<file path="src/rtl/fpmul_pkg.sv">
// Shared types and constants for the sequential single-precision multiplier.
// Holds the controller state encoding, IEEE field widths and the result packer.
package fpmul_pkg;

  typedef enum logic [1:0] {
    IDLE = 2'd0,
    MUL  = 2'd1,
    NORM = 2'd2,
    DONE = 2'd3
  } state_t;

  localparam int EXP_BIAS  = 127;
  localparam int EXP_MAX   = 255;
  localparam int FRAC_W    = 23;
  localparam int EXP_W     = 8;
  localparam int MUL_STEPS = 4;

  localparam logic [31:0] QNAN = 32'h7FC0_0000;

  function automatic logic [31:0] fp_pack(input logic sgn,
                                          input logic [EXP_W-1:0] exp,
                                          input logic [FRAC_W-1:0] frac);
    return {sgn, exp, frac};
  endfunction

endpackage

</file>
<file path="src/rtl/fpmul_seq_ctrl_vedic12.sv">
// 12x12 unsigned multiplier built from four 6x6 Urdhva-Tiryagbhyam cross products.
// Purely combinational; the controller registers its output once per step.
module vedic12 (
  input  logic [11:0] x,
  input  logic [11:0] y,
  output logic [23:0] z
);

  logic [11:0] ll, lh, hl, hh;
  logic [12:0] mid;

  assign ll  = x[5:0]  * y[5:0];
  assign lh  = x[5:0]  * y[11:6];
  assign hl  = x[11:6] * y[5:0];
  assign hh  = x[11:6] * y[11:6];
  assign mid = {1'b0, lh} + {1'b0, hl};

  // Cross terms sit in the middle 6-bit column; the sum cannot exceed 24 bits.
  assign z = {hh, ll} + {5'b0, mid, 6'b0};

endmodule

</file>
<file path="src/rtl/fpmul_seq_ctrl.sv">
// Sequential IEEE-754 single multiplier: one shared 12x12 multiplier over four
// steps, then exponent/normalise/special-case handling and a valid/ready output.
//
// state | meaning
// IDLE  | in_ready high, waiting for an operand pair
// MUL   | issue four partial products, accumulate each one edge later
// NORM  | accumulator complete; result formed and registered on exit
// DONE  | out_valid high, p held until out_ready
module fpmul_seq_ctrl
  import fpmul_pkg::*;
#(
  parameter int EXP_BIAS = fpmul_pkg::EXP_BIAS
) (
  input  logic        clk,
  input  logic        rst,
  input  logic        in_valid,
  output logic        in_ready,
  input  logic [31:0] a,
  input  logic [31:0] b,
  output logic        out_valid,
  input  logic        out_ready,
  output logic [31:0] p,
  output logic        busy
);

  state_t      state;
  logic [31:0] a_q, b_q;
  logic [1:0]  cnt;
  logic [1:0]  pp_step;
  logic        pp_vld;
  logic [23:0] pp_q;
  logic [47:0] acc;

  logic [23:0] ma, mb;
  logic [11:0] mul_x, mul_y;
  logic [23:0] mul_z;
  logic [47:0] pp_ext;

  assign ma = {1'b1, a_q[FRAC_W-1:0]};
  assign mb = {1'b1, b_q[FRAC_W-1:0]};

  always_comb begin
    mul_x = ma[11:0];
    mul_y = mb[11:0];
    case (cnt)
      2'd1:    mul_y = mb[23:12];
      2'd2:    mul_x = ma[23:12];
      2'd3: begin
        mul_x = ma[23:12];
        mul_y = mb[23:12];
      end
      default: ;
    endcase
  end

  vedic12 u_mul (
    .x(mul_x),
    .y(mul_y),
    .z(mul_z)
  );

  always_comb begin
    pp_ext = {24'b0, pp_q};
    case (pp_step)
      2'd1, 2'd2: pp_ext = {12'b0, pp_q, 12'b0};
      2'd3:       pp_ext = {pp_q, 24'b0};
      default:    ;
    endcase
  end

  logic [EXP_W-1:0]  ea, eb;
  logic              sgn;
  logic signed [9:0] exp_n;
  logic [FRAC_W-1:0] frac;
  logic [31:0]       res;

  assign ea  = a_q[30:23];
  assign eb  = b_q[30:23];
  assign sgn = a_q[31] ^ b_q[31];

  always_comb begin
    exp_n = 10'(ea) + 10'(eb) - 10'(EXP_BIAS) + 10'(acc[47]);
    frac  = acc[47] ? acc[46:24] : acc[45:23];
    if ((ea == 8'(EXP_MAX) && eb == '0) || (eb == 8'(EXP_MAX) && ea == '0))
      res = QNAN;
    else if (ea == 8'(EXP_MAX) || eb == 8'(EXP_MAX))
      res = fp_pack(sgn, 8'(EXP_MAX), '0);
    else if (ea == '0 || eb == '0)
      res = fp_pack(sgn, '0, '0);
    else if (exp_n >= 10'sd255)
      res = fp_pack(sgn, 8'(EXP_MAX), '0);
    else if (exp_n <= 10'sd0)
      res = fp_pack(sgn, '0, '0);
    else
      res = fp_pack(sgn, exp_n[7:0], frac);
  end

  always_ff @(posedge clk or posedge rst) begin
    if (rst) begin
      state     <= IDLE;
      in_ready  <= 1'b1;
      out_valid <= 1'b0;
      p         <= '0;
      busy      <= 1'b0;
      acc       <= '0;
      cnt       <= '0;
      a_q       <= '0;
      b_q       <= '0;
      pp_q      <= '0;
      pp_step   <= '0;
      pp_vld    <= 1'b0;
    end else begin
      case (state)
        IDLE: begin
          if (in_valid) begin
            a_q      <= a;
            b_q      <= b;
            cnt      <= '0;
            acc      <= '0;
            pp_vld   <= 1'b0;
            in_ready <= 1'b0;
            busy     <= 1'b1;
            state    <= MUL;
          end
        end
        MUL: begin
          if (pp_vld)
            acc <= acc + pp_ext;
          // The last product lands in the accumulator one edge after it is issued.
          if (pp_vld && pp_step == 2'(MUL_STEPS - 1)) begin
            pp_vld <= 1'b0;
            state  <= NORM;
          end else begin
            pp_q    <= mul_z;
            pp_step <= cnt;
            pp_vld  <= 1'b1;
            if (cnt != 2'(MUL_STEPS - 1))
              cnt <= cnt + 2'd1;
          end
        end
        NORM: begin
          p         <= res;
          out_valid <= 1'b1;
          state     <= DONE;
        end
        DONE: begin
          if (out_ready) begin
            out_valid <= 1'b0;
            in_ready  <= 1'b1;
            busy      <= 1'b0;
            state     <= IDLE;
          end
        end
        default: state <= IDLE;
      endcase
    end
  end

endmodule

</file>
<file path="config.mk">
export PLATFORM = sky130hd
export DESIGN_NAME = fpmul_seq_ctrl
export DESIGN_NICKNAME = d
export VERILOG_FILES = /design/src/rtl/fpmul_pkg.sv /design/src/rtl/fpmul_seq_ctrl_vedic12.sv /design/src/rtl/fpmul_seq_ctrl.sv
export SDC_FILE = /design/constraint.sdc
export NUM_CORES = 1
export LEC_CHECK = 0
export CAP_MARGIN = 20
export CORE_ASPECT_RATIO = 0.8
export CORE_UTILIZATION = 61
export CTS_CLUSTER_SIZE = 14
export DETAILED_ROUTE_END_ITERATION = 10
export GPL_TIMING_DRIVEN = 0
export HOLD_SLACK_MARGIN = 0.12
export PLACE_DENSITY = 0.88
export SETUP_SLACK_MARGIN = 0.15
export SLEW_MARGIN = 20
export SYNTH_ARGS = -nofsm -noshare
export SYNTH_HDL_FRONTEND = slang
export SYNTH_HIERARCHICAL = 1
export SYNTH_SLANG_ARGS = --single-unit
</file>
<file path="constraint.sdc">
create_clock -name clk -period 8 [get_ports clk]
set_input_delay 0.8 -clock clk [delete_from_list [all_inputs] [get_ports clk]]
set_output_delay 0.8 -clock clk [all_outputs]
set_load 0.005 [all_outputs]
</file>
==> impl_metrics.yaml, run 1 <==
global_routing:
  grt_overflow_total: 0
  grt_max_degree: 98
  antenna_found_initial: 0
  track_usage: 0.319
  grt_pass1_wl_um: 67800
  grt_pass1_vias: 13500
yosys:
  yosys_warnings: 6
  synth_top_area_cell: "dfrtp_1"
  async_flop_share: 1.00
  synth_edf_count: 0
  syn-num-nets: 2041
  syn_area_per_cell_um2: 9.28
  synth_cells: 1722
  netlist_area_um2: 16000
  synth_top_area_frac: 0.277
  ys_seq_area_frac: 0.279
  yosys-top-cells-area: "dfrtp_1 (28%), ha_1 (13%), fa_1 (11%)"
  synth_cell_type_count: 70
  synth-seq-cells: 178
  ys.flop_type: "dfrtp_1"
clocking:
  ctsRootBufferMaster: "clkbuf_16"
  postCtsHoldBufs: 0
  insertion_delay_ns: 0.45
  cts-htree-levels: 4
  cts_max_path_buffers: 2
  cts_num_sinks: 178
  clk_pin_slew_ns: 0.07
  tritoncts: "done"
  cts_made_buffers: 17
job:
  maxCapViolations: 0
routing:
  wl_per_cell_um: 18.5
  final_antenna_net_count: 0
  num_vias: 13100
  drtIter0Drc: 1078
  drt_wl_total_um: 40700
  drt_first_pass_iters: 5
  detail_route.vias_per_cell: 5.94
  post-route-drc-count: 0
sta:
  worst_slew_margin_rel: 0.482
  rsz0062_at_grt: "no"
  final-hold-violation-count: 0
  finalSetupViolations: 0
  max_freq_ghz: 0.133
  worstMarginPinSlew_ns: 0.777
  tns_ns: 0
  finalClockSkew_ns: 0.0165
  post-route-min-period_ns: 7.54
  finalMaxSlewViolations: 0
  period_share: 0.943
  hold-worst-slack_ns: 0.493
finish:
  drive_gt1_frac: 0.116
  syn_to_final_growth_pct: 13.4
  n_antenna_cell: 0
  nNetsFinal: 2162
floorplanning:
  die-area_um2: 26800
  io_pins: 103
  chipHeight_um: 147
  fp.coreArea_um2: 25500
  start_util: 0.626
  die_width_um: 183
  rows: 52
setup_path:
  startpoint_type: "register"
  crit_slowest_cell: "fa_1"
  critPathMostFrequentCell: "fa_1"
  critPathKind: "reg2reg"
  crit_arrival_ns: 7.88
  crit_required_ns: 8.33
  cp_max_fo: 10
  end_kind: "register"
  cpPeakStageDelay_ns: 0.50
hold_path:
  hp-class: "reg2reg"
place:
  gp_congestion: 0.933
  port_buffers: 102
  dp_hpwl_um: 31500
run_status:
  outcome: "completed"
[kinds of logic after synthesis]
logic type	Yosys count	synth area share
and+or+nand+nor	460	0.138
adders and majority gates	251	0.237
muxes	134	0.0944
xor gates and xnor gates	84	0.0461
buffers and inverters	269	0.0634
DFF	178	0.279
AOI/OAI and AO/OA	346	0.143
[state kept, by name (all words and copies together), names as in the netlist]
name,cells
state,2
in_ready,1
a_q,32
p,32
busy,1
pp_step,2
pp_vld,1
pp_q,24
cnt,2
acc,48
out_valid,1
b_q,32
[worst paths after layout]
check	startpoint	to	slack, ns	cells past startpoint
worst max-delay path	cnt[1]	pp_q[23]	0.46	29
worst min-delay path	acc[9]	acc[9]	0.49	2
worst max register to register	cnt[1]	pp_q[23]	0.46	29
worst min register to register	acc[9]	acc[9]	0.49	2
max in group asynchronous	rst	acc[19]	6.31	4
min in group asynchronous	rst	b_q[28]	0.66	2
[synthesized netlist by cell type (all sizes together), types with 7 or more instances]
master  count
nand4      13
or3         7
nand2b     12
a21o       28
buf         9
ha        165
xor2       30
xnor2      54
o31ai      11
inv       188
nand3      14
o21bai     15
nor2       57
nor2b      10
o211ai     10
o21a       12
o21ai      97
clkbuf     72
a22oi      13
a211oi      8
o22ai      26
a21oi      84
dfrtp     177
a31oi      11
mux2      133
fa         86
nor3       11
nand2     215
and2       98
[routing by layer]
layer | track usage | vias to the layer above | routed length [µm]
li1 | - | 6077 | -
met1 | 0.427 | 6432 | 17500
met2 | 0.513 | 496 | 19000
met3 | 0.0669 | 95 | 3030
met4 | 0.120 | 0 | 1210
met5 | 0 | - | 0
[layout make-up]
type	instances	area, µm²
multi-input combinational	1275	10500
sequential	178	4460
clock buffer	17	425
clock inverter	14	141
timing repair buffer	104	1080
fill	1792	7390
tap	351	439
inverter	188	713
buffer	79	320
[through the flow]
stage | worst slack (ns) | std cells | util | area, µm²
2_1_floorplan | 0.874 | 1722 | - | 16000
6_report | 0.458 | 2206 | 0.710 | 18100
5_1_grt | 0.178 | 2206 | 0.710 | 18100
3_3_place_gp | -0.0155 | 2175 | 0.683 | 17400
4_1_cts | 0.171 | 2207 | 0.708 | 18100
3_5_place_dp | -0.179 | 2177 | 0.686 | 17500
[critical path, delay by kind of cell (launching register included)]
family                     cells  cell delay, ns
and+or+nand+nor                4            0.56
buffers and inverters          6            0.87
xor gates and xnor gates       2            0.26
adders and majority gates      8            3.34
muxes                          2            0.51
AOI/OAI and AO/OA              7            1.44
DFF                            1            0.46
[placed cells by master (no fill, tap or decap), types with 18 or more instances in the layout]
cell type / synthesis / final
a21oi_1: 80 / 80
o22ai_1: 26 / 26
clkdlybuf4s50_1: 0 / 102
and2_1: 98 / 98
xnor2_1: 54 / 53
a21o_1: 28 / 28
mux2_2: 133 / 133
xor2_1: 30 / 30
o21ai_0: 79 / 79
inv_1: 188 / 187
dfrtp_1: 177 / 175
ha_1: 165 / 164
nor2_1: 57 / 56
fa_1: 86 / 86
o21ai_1: 18 / 18
clkbuf_1: 72 / 59
nand2_1: 215 / 215
[repair_timing]
action / in CTS / in global routing
setup endpoints to repair: 5 / 5
resized for setup: 4 / 30
buffers inserted: 0 / 0
hold endpoints to repair: 0 / 0
pin swaps: 0 / 1
cloned: 0 / 0
Power of run 1 is not shown: default switching activity piles up to over one toggle a cycle in this logic, so the estimate is an artifact.
==> run 2, diff against run 1 <==
--- a/config.mk
+++ b/config.mk
@@ -8,6 +8,7 @@
 export CAP_MARGIN = 20
 export CORE_ASPECT_RATIO = 0.8
 export CORE_UTILIZATION = 61
+export CTS_BUF_LIST = sky130_fd_sc_hd__clkbuf_8 sky130_fd_sc_hd__clkbuf_16
 export CTS_CLUSTER_SIZE = 14
 export DETAILED_ROUTE_END_ITERATION = 10
 export GPL_TIMING_DRIVEN = 0
==> results of run 2 <==
No change in the layout: final DEF, timing and power equal those of run 1.
Power of run 2 is left out for the same reason.
